==> src/rtl/uart_keypress_message_scheduler_if.sv <==
// Single-byte UART transmit handshake between the keypress scheduler and the transmitter.
// The scheduler drives TX_SEND/TX_DATA; the transmitter answers with TX_DONE.
interface uart_keypress_message_scheduler_if #(
    parameter int DATA_BITS = 8
);
    logic                 TX_SEND;
    logic [DATA_BITS-1:0] TX_DATA;
    logic                 TX_DONE;

    modport master (output TX_SEND, output TX_DATA, input TX_DONE);
    modport slave  (input TX_SEND, input TX_DATA, output TX_DONE);
endinterface

==> src/rtl/uart_keypress_message_scheduler.sv <==
// Latches keypress pulses, arbitrates round-robin and sends "K<digit>\r\n" per granted key
// one byte at a time over the UART transmit handshake.
//
// state | meaning
// IDLE  | no message in progress; grants the next pending key
// SEND  | TX_SEND cycle for byte[byte_idx]
// WAIT  | holding TX_DATA until the transmitter reports TX_DONE
module uart_keypress_message_scheduler #(
    parameter int NUM_KEYS  = 4,
    parameter int DATA_BITS = 8
) (
    input  logic                  CLK,
    input  logic                  RESET,
    input  logic [NUM_KEYS-1:0]   KEY_PRESS,
    uart_keypress_message_scheduler_if.master tx,
    output logic                  BUSY,
    output logic                  OVERRUN
);
    localparam int PTR_W = (NUM_KEYS > 1) ? $clog2(NUM_KEYS) : 1;

    typedef enum logic [1:0] {
        IDLE = 2'd0,
        SEND = 2'd1,
        WAIT = 2'd2
    } state_t;

    state_t               state, state_next;
    logic [NUM_KEYS-1:0]  pend;
    logic [NUM_KEYS-1:0]  grant_mask;
    logic [PTR_W-1:0]     ptr, ptr_next;
    logic [PTR_W-1:0]     winner;
    logic [PTR_W-1:0]     cur_key, cur_key_next;
    logic [1:0]           byte_idx, byte_idx_next;
    logic                 grant;
    logic [7:0]           byte_next;

    function automatic logic [7:0] msg_byte(input logic [1:0] idx, input logic [PTR_W-1:0] key);
        case (idx)
            2'd0:    msg_byte = 8'h4B;
            2'd1:    msg_byte = 8'h30 + 8'(key);
            2'd2:    msg_byte = 8'h0D;
            default: msg_byte = 8'h0A;
        endcase
    endfunction

    // First pending key at or after ptr, wrapping around.
    always_comb begin : pick_winner
        logic             found;
        logic [PTR_W-1:0] cand;
        found  = 1'b0;
        cand   = '0;
        winner = '0;
        for (int i = 0; i < NUM_KEYS; i++) begin
            cand = PTR_W'((32'(ptr) + 32'(i)) % 32'(NUM_KEYS));
            if (!found && pend[cand]) begin
                found  = 1'b1;
                winner = cand;
            end
        end
    end

    always_comb begin
        state_next    = state;
        grant         = 1'b0;
        ptr_next      = ptr;
        cur_key_next  = cur_key;
        byte_idx_next = byte_idx;
        case (state)
            IDLE: begin
                if (|pend) begin
                    grant         = 1'b1;
                    cur_key_next  = winner;
                    byte_idx_next = 2'd0;
                    ptr_next      = PTR_W'((32'(winner) + 32'd1) % 32'(NUM_KEYS));
                    state_next    = SEND;
                end
            end
            SEND: state_next = WAIT;
            WAIT: begin
                if (tx.TX_DONE) begin
                    if (byte_idx == 2'd3) begin
                        state_next = IDLE;
                    end else begin
                        byte_idx_next = byte_idx + 2'd1;
                        state_next    = SEND;
                    end
                end
            end
            default: state_next = IDLE;
        endcase
        grant_mask = grant ? (NUM_KEYS'(1) << winner) : '0;
        byte_next  = msg_byte(byte_idx_next, cur_key_next);
    end

    // Set wins over grant-clear, so a press on the key being granted is re-queued silently.
    always_ff @(posedge CLK or negedge RESET) begin
        if (!RESET) begin
            state      <= IDLE;
            pend       <= '0;
            ptr        <= '0;
            cur_key    <= '0;
            byte_idx   <= '0;
            tx.TX_SEND <= 1'b0;
            tx.TX_DATA <= '0;
            BUSY       <= 1'b0;
            OVERRUN    <= 1'b0;
        end else begin
            state      <= state_next;
            pend       <= (pend & ~grant_mask) | KEY_PRESS;
            ptr        <= ptr_next;
            cur_key    <= cur_key_next;
            byte_idx   <= byte_idx_next;
            tx.TX_SEND <= (state_next == SEND);
            if (state_next == SEND) begin
                tx.TX_DATA <= DATA_BITS'(byte_next);
            end
            BUSY       <= (state_next != IDLE);
            OVERRUN    <= |(KEY_PRESS & pend & ~grant_mask);
        end
    end
endmodule

==> src/flat_wrapper.sv <==
// flat-port wrapper written by rule: the top's interface ports become plain ports
module uart_keypress_message_scheduler_flat 
#(
    parameter int NUM_KEYS  = 4,
    parameter int DATA_BITS = 8
)
  (CLK, RESET, KEY_PRESS, BUSY, OVERRUN, tx_TX_SEND, tx_TX_DATA, tx_TX_DONE);
  uart_keypress_message_scheduler_if #(.DATA_BITS(DATA_BITS)) tx_i ();
  input  logic CLK;
  input  logic RESET;
  input  logic [NUM_KEYS-1:0] KEY_PRESS;
  output logic BUSY;
  output logic OVERRUN;
  output wire logic [$bits(tx_i.TX_SEND)-1:0] tx_TX_SEND;
  output wire logic [$bits(tx_i.TX_DATA)-1:0] tx_TX_DATA;
  input wire logic [$bits(tx_i.TX_DONE)-1:0] tx_TX_DONE;
  assign tx_TX_SEND = tx_i.TX_SEND;
  assign tx_TX_DATA = tx_i.TX_DATA;
  assign tx_i.TX_DONE = tx_TX_DONE;
  uart_keypress_message_scheduler #(.NUM_KEYS(NUM_KEYS), .DATA_BITS(DATA_BITS)) u_core (.CLK(CLK), .RESET(RESET), .KEY_PRESS(KEY_PRESS), .tx(tx_i), .BUSY(BUSY), .OVERRUN(OVERRUN));
endmodule
==> config.mk <==
export PLATFORM = sky130hd
export DESIGN_NAME = uart_keypress_message_scheduler_flat
export DESIGN_NICKNAME = d
export VERILOG_FILES = /design/src/rtl/uart_keypress_message_scheduler_if.sv /design/src/rtl/uart_keypress_message_scheduler.sv /design/src/flat_wrapper.sv
export SDC_FILE = /design/constraint.sdc
export NUM_CORES = 1
export LEC_CHECK = 0
export BUFFER_PORTS_ARGS = -buffer_cell sky130_fd_sc_hd__buf_2
export CORE_MARGIN = 3
export CORE_UTILIZATION = 46
export CTS_BUF_LIST = sky130_fd_sc_hd__clkbuf_16
export CTS_CLUSTER_SIZE = 10
export DETAILED_ROUTE_END_ITERATION = 16
export PLACE_DENSITY = 0.78
export SETUP_SLACK_MARGIN = 0.3
export SLEW_MARGIN = 5
export SYNTH_ARGS = -nofsm -noshare
export SYNTH_HDL_FRONTEND = slang
export SYNTH_SLANG_ARGS = --single-unit
==> constraint.sdc <==
create_clock -name CLK -period 3.9 [get_ports CLK]
set_input_delay 0 -clock CLK [delete_from_list [all_inputs] [get_ports CLK]]
set_output_delay 0 -clock CLK [all_outputs]
set_load 0.02 [all_outputs]
==> impl_metrics.tcl, run 1 <==
set metrics [dict create \
    async_flop_share_pct 100 \
    path_class "reg2reg" \
    layout-drive-gt1-share_pct 21.0 \
    cts_tree "done" \
    cts_buffers 3 \
    fmax_mhz 551 \
    pwr-share-comb_pct 44.7 \
    p_int_mw 0.657 \
    cp.required_ns 4.04 \
    gp_congestion 0.787 \
    fp.dieH_um 54.2 \
    hold_slack_ns 0.0735 \
    status "complete, no violations" \
    crit_cells 5 \
    synth-seq-cells 21 \
    finalSetupTns_ns 0 \
    diodes 0 \
    vias 817 \
    crit_chain "nor2b_1, a221oi_1, nor2_1, ha_1, mux2_2" \
    grt_pass1_vias 791 \
    port_buffers 16 \
    cts_sinks 21 \
    cp_max_fo 7 \
    wl_mm 2.18 \
    path_buf_inv 0 \
    crit_family "flip-flops" \
    grt_max_degree 22 \
    cts_resized 0 \
    powerDensity_nw_per_um2 867 \
    r2r_end "u_core.ptr[1]" \
    ys.flop_type "dfrtp_1" \
    worst_path_largest_cell_delay_ns 0.44 \
    synth_area_per_cell_um2 10.4 \
    critPathLaunchType "flop" \
    hpwl_mm 1.47 \
    worstMarginPinSlew_ns 0.513 \
    drc_errors 0 \
    path_clk_slew_ns 0.06 \
    min_path_type "in2reg" \
    yosysSeqAreaShare_pct 49.2 \
    synth_area_um2 1070 \
    postLayoutCellArea_um2 1280 \
    relSlewSlack_pct 65.7 \
    wl_per_cell_um 14.5 \
    grt_pass1_wl_mm 3.57 \
    pwr-share-seq_pct 36.0 \
    timing.final.crit_share_pct 46.5 \
    synth_warnings 0 \
    slowest_stage "dfrtp_1" \
    design.core.area_um2 2080 \
    htree_num_levels 1 \
    rr_startpoint "u_core.pend[2]" \
    drtIter0Drc 12 \
    crit_start "u_core.pend[2]" \
    p_sw_mw 0.454 \
    insertion_delay_ns 0.25 \
    antenna_found_initial 0 \
    skew_ns 0.00314 \
    clock_path_buffers 2 \
    hold_start "tx_TX_DONE" \
    swShare_pct 40.9 \
    hold_viol 0 \
    io_pins 18 \
    track_usage_pct 17.0 \
    finish.utilization_pct 61.5 \
    die_area_um2 2940 \
    leakage_nw 0.574 \
    ir_drop_v 0.000477 \
    area_growth_pct 19.9 \
    finalSetupViolCount 0 \
    p_clk_share_pct 19.4 \
    r2r_slack_ns 2.09 \
    cap_violations 0 \
    ant_nets 0 \
    period_needed_ns 1.81 \
    worstPathArrival_ns 1.95 \
    post_synth_num_cell_types 37 \
    final_max_slew_viol_count 0 \
    reg2reg_depth 5 \
    place_area_um2 1150 \
    rows 16 \
    crit_path_end_kind "flop" \
    fin_ws_ns 2.09 \
    nNetsFinal 136 \
    overflow 0 \
    vias_per_cell 5.41 \
    syn_nets 114 \
    initial_core_util_pct 51.3 \
    rsz0062_at_grt "no" \
    dieWidth_um 54.2 \
    root_buffer "clkbuf_16" \
    synth_enable_flop_cells 0 \
    syn_inst 103 \
    crit_end "u_core.ptr[1]" \
    dr.pass1.iters 4 \
    place_ws_ns 2.10 \
]
-- how the worst min path moves through the flow --
stage | to | slack [ns] | cells after the start
floorplan | u_core.BUSY | -0.30 | 0
global placement | u_core.byte_idx[0] | -0.02 | 1
CTS | u_core.state[1] | 0.07 | 3
detailed placement | u_core.tx.TX_DATA[5] | -0.02 | 1
finish | u_core.state[1] | 0.07 | 3
global route | u_core.state[1] | 0.1 | 3
-- power groups by stage --
stage	Sequential, mW	Clock [mW]	Combinational [mW]
finish	0.399	0.215	0.496
global placement	0.395	0	0.474
detailed placement	0.400	0	0.487
CTS	0.398	0.216	0.500
global route	0.414	0.227	0.555
floorplan	0.435	0	0.339
-- per-layer routing --
| metal | part of all wire, % | global-route usage (%) | up-vias |
|---|---|---|---|
| met1 | 47 | 23.4 | 391 |
| met5 | 0 | 0 | - |
| met3 | 6.1 | 4.16 | 2 |
| li1 | - | - | 404 |
| met2 | 47 | 25.1 | 20 |
| met4 | 0.32 | 7.47 | 0 |
-- synth_stat cells (all sizes together) (2+ instances only) --
master	n	area, um^2
or2	3	21.3
nand2b	9	56.3
nor2	6	22.5
o211ai	4	30.0
o21ai	9	45.0
mux2i	2	20.0
buf	4	31.3
inv	8	30.0
a21o	3	22.5
nor2b	2	12.5
nand2	4	15.0
nand3b	2	15.0
a21oi	4	20.0
dfrtp	21	526
ha	4	50.1
-- metrics by stage --
stage	total power [mW]	instances
2_1_floorplan	0.774	103
3_3_place_gp	0.869	142
3_5_place_dp	0.887	142
4_1_cts	1.11	151
5_1_grt	1.20	151
6_report	1.11	151
-- area by class of cell --
cell class / count / area, um^2
Clock buffer: 3 / 75.1
Fill cell: 177 / 801
Inverter: 8 / 30.0
Timing Repair Buffer: 21 / 130
Multi-Input combinational cell: 70 / 482
Clock inverter: 1 / 5.00
Sequential cell: 21 / 526
Tap cell: 27 / 33.8
-- tightest hold or removal path, stage by stage --
cell and delay, ns:
buf_2 0.10, nand2b_1 0.10, mux2i_1 0.07
-- cells in the final DEF, fill, tap and decap left out, drive strengths merged --
cell         instances
a21o                 3
o31ai                1
nand4                1
o41ai                1
and4bb               1
nor3                 1
a221oi               1
clkinv               1
nor2b                2
and2                 1
a21oi                4
o221a                1
dlygate4sd3          5
buf                 16
dfrtp               21
or3                  1
or2                  3
o21bai               1
nand2b               9
mux2                 1
o32ai                1
o21ai                9
nand3b               2
a22oi                1
o211ai               4
a211oi               1
conb                 1
nor4                 1
nor2                 6
and3b                1
mux2i                2
clkbuf               3
inv                  8
nand2                4
ha                   4
o41a                 1
-- state kept, by name, summed over array words and instances, names as in the netlist --
name,cells
u_core.state,2
u_core.OVERRUN,1
u_core.tx.TX_DATA,6
u_core.pend,4
u_core.BUSY,1
u_core.ptr,2
u_core.tx.TX_SEND,1
u_core.byte_idx,2
u_core.cur_key,2
-- cell families after synthesis --
family                   after synthesis  synth area share, %
AND/OR/NAND/NOR                       33                 18.7
AO/OA/AOI/OAI                         29                 18.4
flip-flops                            21                 49.2
buffers and inverters                 12                 5.74
adder cells (fa/ha/maj)                4                 4.68
multiplexers                           3                 2.93
other                                  1                0.351
-- what timing repair did --
action,in CTS,in global routing
setup buffers,0,0
hold buffers,5,0
hold endpoints to repair,25,0
Power figures use the tool's default switching activity.
==> inputs of run 2 (changes only) <==
- PLACE_DENSITY: 0.78 -> 0.81
- clock period: 3.9 -> 1.6 ns (I/O delays scaled with it)
==> run 2 against run 1 <==
The run now ends with setup timing left. Clock-buffer cell count stayed put. Die area stayed put. Clock skew is 0.0013 ns lower. Cell count is 13% higher. Clock power is 140% higher. Largest cell class is now multi-input gates. Highest routed layer unchanged.
==> impl_metrics.tcl, run 2 (synthesized netlist as in run 1, its figures left out) <==
set metrics [dict create \
    diodes 0 \
    fp.dieH_um 54.2 \
    status "complete, but fails checks" \
    post-place-cells 153 \
    vias 987 \
    grt_pass1_vias 990 \
    min_path_type "in2reg" \
    design.core.area_um2 2080 \
    whs_endpoint "u_core.state[1]" \
    cp_max_fo 4 \
    p_sw_mw 1.56 \
    ant_nets 0 \
    nNetsFinal 155 \
    p_int_mw 2.07 \
    slowest_stage "dfrtp_2" \
    path_clk_slew_ns 0.05 \
    fin_cells 170 \
    die_area_um2 2940 \
    fmax_mhz 569 \
    failed_checks "setup timing" \
    drtIter0Drc 37 \
    postLayoutCellArea_um2 1590 \
    hold_slack_ns 0.101 \
    timing.final.crit_share_pct 110 \
    final_max_slew_viol_count 0 \
    gp_congestion 0.783 \
    dr.pass1.iters 4 \
    grt_max_degree 22 \
    antenna_found_initial 0 \
    cts_tree "done" \
    drc_errors 0 \
    port_buffers 16 \
    largest_reg_flops 6 \
    powerDensity_nw_per_um2 2280 \
    final_cell_mix "buf_4, buf_2, dfrtp_1" \
    insertion_delay_ns 0.25 \
    regArea_um2 532 \
    area_growth_pct 48.9 \
    vias_per_cell 5.81 \
    largest-register "u_core.tx.TX_DATA" \
    cts_buffers 3 \
    wl_mm 3.24 \
    hold_viol 0 \
    crit_path_end_kind "flop" \
    period_needed_ns 1.76 \
    place_area_um2 1250 \
    cp.required_ns 1.73 \
    finalSetupViolCount 5 \
    r2r_slack_ns -0.16 \
    mostFrequentLayoutCell "buf_4" \
    path_class "reg2reg" \
    io_pins 18 \
    grt_pass1_wl_mm 4.52 \
    p_clk_share_pct 13.9 \
    nFillCells 126 \
    layout-drive-gt1-share_pct 52.4 \
    critPathLaunchType "flop" \
    worst_path_largest_cell_delay_ns 0.45 \
    leakage_nw 0.695 \
    dieWidth_um 54.2 \
    hold_depth 3 \
    r2r_end "u_core.ptr[1]" \
    rsz0062_at_grt "yes" \
    wl_per_cell_um 19.1 \
    rr_startpoint "u_core.pend[1]" \
    pwr-share-seq_pct 27.7 \
    initial_core_util_pct 51.3 \
    overflow 0 \
    hpwl_mm 1.57 \
    rows 16 \
    hold_start "tx_TX_DONE" \
    power.total_mw 3.63 \
    multi_input_area_um2 637 \
    fin_ws_ns -0.157 \
    crit_chain "buf_4, inv_1, a21oi_2, nor2_1, ha_2, mux2_2" \
    worstPathArrival_ns 1.89 \
    pwr-share-comb_pct 58.3 \
    root_buffer "clkbuf_16" \
    track_usage_pct 22.0 \
    htree_num_levels 1 \
    swShare_pct 42.9 \
    skew_ns 0.00186 \
    cap_violations 0 \
    clock_path_buffers 2 \
    ir_drop_v 0.00181 \
    cts_sinks 21 \
    reg_top3 "u_core.tx.TX_DATA (6), u_core.pend (4)" \
    reg2reg_depth 6 \
]
run 2: worst max path at each step:
stage,from,to,depth (start not counted)
after floorplan,u_core.pend[2],u_core.OVERRUN,7
final,u_core.pend[1],u_core.ptr[1],6
after detailed placement,u_core.pend[1],u_core.OVERRUN,7
after CTS,u_core.ptr[1],u_core.ptr[1],5
after global placement,u_core.ptr[1],u_core.OVERRUN,7
after global routing,u_core.pend[2],u_core.OVERRUN,7
run 2: per-stage QoR:
stage,util (%),TNS (ns),setup WS [ns]
4_1_cts,71.2,-0.0385,-0.0253
2_1_floorplan,-,0,0.0725
5_1_grt,76.4,-0.699,-0.205
3_3_place_gp,60.3,-0.0565,-0.0315
3_5_place_dp,60.3,-0.166,-0.0651
6_report,76.4,-0.361,-0.157
run 2: power groups by stage:
stage               combinational [mW]  clock [mW]  sequential (mW)
detailed placement                1.43           0            0.964
floorplan                        0.865           0             1.07
finish                            2.12       0.506             1.01
global placement                  1.40           0            0.949
CTS                               1.65       0.512            0.968
global route                      2.27       0.544             1.03
run 2: per-layer routing:
metal	wire length (um)	part of all wire, %	GRT usage [%]
met2	1580	49	37.1
met4	90	2.8	9.54
met5	0	0	0
met3	178	5.5	6.09
met1	1400	43	25.9
run 2: what timing repair did:
action | in CTS | in global routing
endpoints found under the hold margin | 25 | 0
pin swaps | 6 | 10
hold buffers | 5 | 0
setup buffers | 6 | 2
resized for setup | 18 | 21
endpoints found under the setup margin | 19 | 20
run 2: critical path: cells and delay by family (launching register included):
family                   cells  cell delay [ns]
adder cells (fa/ha/maj)      1             0.34
AO/OA/AOI/OAI                1             0.08
buffers and inverters        2             0.23
AND/OR/NAND/NOR              1             0.28
flip-flops                   1             0.45
multiplexers                 1             0.26
run 2: cell type report:
class,count,area share [%]
repair buffers,40,17.6
clock inverters,1,0.236
flip-flops and latches,21,33.4
multi-input cells,70,40.0
inverters,8,1.89
well taps,27,2.12
clock buffers,3,4.72
==> inputs of run 3 (changes only) <==
- CTS_BUF_LIST: sky130_fd_sc_hd__clkbuf_16 -> unset
==> run 3 against run 2 <==
Clock power decreased by 51%. Hold slack got worse by 0.080 ns. First-iteration DRC count decreased by 51%. Critical endpoint is now u_core.OVERRUN. Register-to-register slack improved by 0.08 ns. Non-clock buffer count increased by 2. Critical path depth increased by 1. Critical path type unchanged. Highest routed layer unchanged. Maximum frequency increased by 4.6%. Largest cell class unchanged. Global-route usage decreased by 2.1 points. Combinational power decreased by 9%. The flow still finishes with violations (setup timing).
==> impl_metrics.tcl, run 3 (synthesized netlist as in run 1, its figures left out) <==
set metrics [dict create \
    rows 16 \
    largest_reg_flops 6 \
    hold_viol 0 \
    powerDensity_nw_per_um2 2100 \
    fin_cells 172 \
    vias_per_cell 5.32 \
    wl_mm 2.55 \
    vias 915 \
    track_usage_pct 19.9 \
    fp.dieH_um 54.2 \
    drtIter0Drc 18 \
    gp_congestion 0.783 \
    diodes 0 \
    reg2reg_depth 7 \
    finish.utilization_pct 72.5 \
    reg_top3 "u_core.tx.TX_DATA (6), u_core.pend (4)" \
    post-place-cells 153 \
    timing.final.crit_share_pct 105 \
    io_pins 18 \
    dr.pass1.iters 4 \
    cts_tree "done" \
    cts_sinks 21 \
    min_path_type "in2reg" \
    ir_drop_v 0.00135 \
    root_buffer "clkbuf_4" \
    htree_num_levels 1 \
    cts_buffers 3 \
    insertion_delay_ns 0.30 \
    fmax_mhz 596 \
    layout-drive-gt1-share_pct 49.7 \
    grt_pass1_vias 913 \
    initial_core_util_pct 51.3 \
    nFillCells 129 \
    ant_nets 0 \
    worstPathArrival_ns 1.86 \
    failed_checks "setup timing" \
    multi_input_area_um2 586 \
    place_area_um2 1250 \
    path_class "reg2reg" \
    final_max_slew_viol_count 0 \
    period_needed_ns 1.68 \
    largest-register "u_core.tx.TX_DATA" \
    mostFrequentLayoutCell "buf_4" \
    overflow 0 \
    cp.required_ns 1.78 \
    finalSetupViolCount 2 \
    regArea_um2 532 \
    drc_errors 0 \
    area_growth_pct 41.3 \
    postLayoutCellArea_um2 1510 \
    leakage_nw 0.675 \
    finalSetupTns_ns -0.140 \
    hold_depth 3 \
    hpwl_mm 1.57 \
    dieWidth_um 54.2 \
    cp_max_fo 6 \
    skew_ns 0.000979 \
    clock_path_buffers 2 \
    final_cell_mix "buf_4, buf_2, dfrtp_1" \
    rsz0062_at_grt "yes" \
    port_buffers 16 \
    fin_ws_ns -0.0792 \
    die_area_um2 2940 \
    wl_per_cell_um 14.8 \
    antenna_found_initial 0 \
    crit_path_end_kind "flop" \
    critPathLaunchType "flop" \
    path_clk_slew_ns 0.11 \
    nNetsFinal 157 \
    grt_max_degree 22 \
    grt_pass1_wl_mm 4.12 \
    power.total_mw 3.17 \
    design.core.area_um2 2080 \
    status "complete, but fails checks" \
    cap_violations 0 \
]
==> run 3: cell count changes in the layout (fill, tap and decap cells not counted), sizes merged <==
cell	before	now
inv	9	8
buf	35	37
clkbuf	3	4
==> run 3: final cells by class <==
type,instances,share of cell area (%)
Sequential cell,21,35.2
Multi-Input combinational cell,70,38.8
Tap cell,27,2.24
Clock buffer,4,1.74
Timing Repair Buffer,42,20.0
Inverter,8,1.99
==> run 3: path summary, 6_finish.rpt <==
path,startpoint,to,slack (ns)
setup / recovery,u_core.pend[2],u_core.OVERRUN,-0.08
hold / removal,tx_TX_DONE,u_core.state[1],0.02
setup reg to reg,u_core.pend[2],u_core.OVERRUN,-0.08
hold reg to reg,u_core.tx.TX_DATA[6],u_core.tx.TX_DATA[6],0.48
max in group asynchronous,RESET,u_core.pend[0],1.10
min in group asynchronous,RESET,u_core.tx.TX_DATA[3],0.17
==> run 3: power by group <==
part           switching, mW  internal [mW]
sequential             0.224          0.774
combinational          0.970          0.952
clock                  0.149         0.0972
total                   1.34           1.82
==> run 3: per-layer routing <==
| metal | up-vias | track usage [%] | share of wire, % |
|---|---|---|---|
| met5 | - | 0 | 0 |
| met4 | 0 | 9.13 | 3.0 |
| met3 | 8 | 5.26 | 3.0 |
| met2 | 20 | 31.5 | 47 |
| met1 | 444 | 25.2 | 47 |
| li1 | 443 | - | - |
==> run 3: worst max-delay path: stages (launching register included) <==
cell and delay [ns]:
dfrtp_2 0.47, nor2b_4 0.15, a221oi_4 0.28, or2_4 0.18, ha_1 0.15, inv_2 0.05
o211ai_1 0.18, nand4_1 0.10
==> run 3: stage by stage <==
step | worst slack, ns | hold slack [ns]
after floorplan | 0.0725 | -0.296
after CTS | -0.0314 | 0.0104
final | -0.0792 | 0.0213
after global routing | -0.166 | 0.0212
after detailed placement | -0.0651 | -0.0255
after global placement | -0.0315 | -0.0248
==> run 3: repair_timing <==
action,4_1_cts,5_1_grt
pin swaps,12,7
setup endpoints to repair,18,20
endpoints found under the hold margin,26,0
resized for setup,25,8
hold buffers,5,0
buffers inserted,5,5
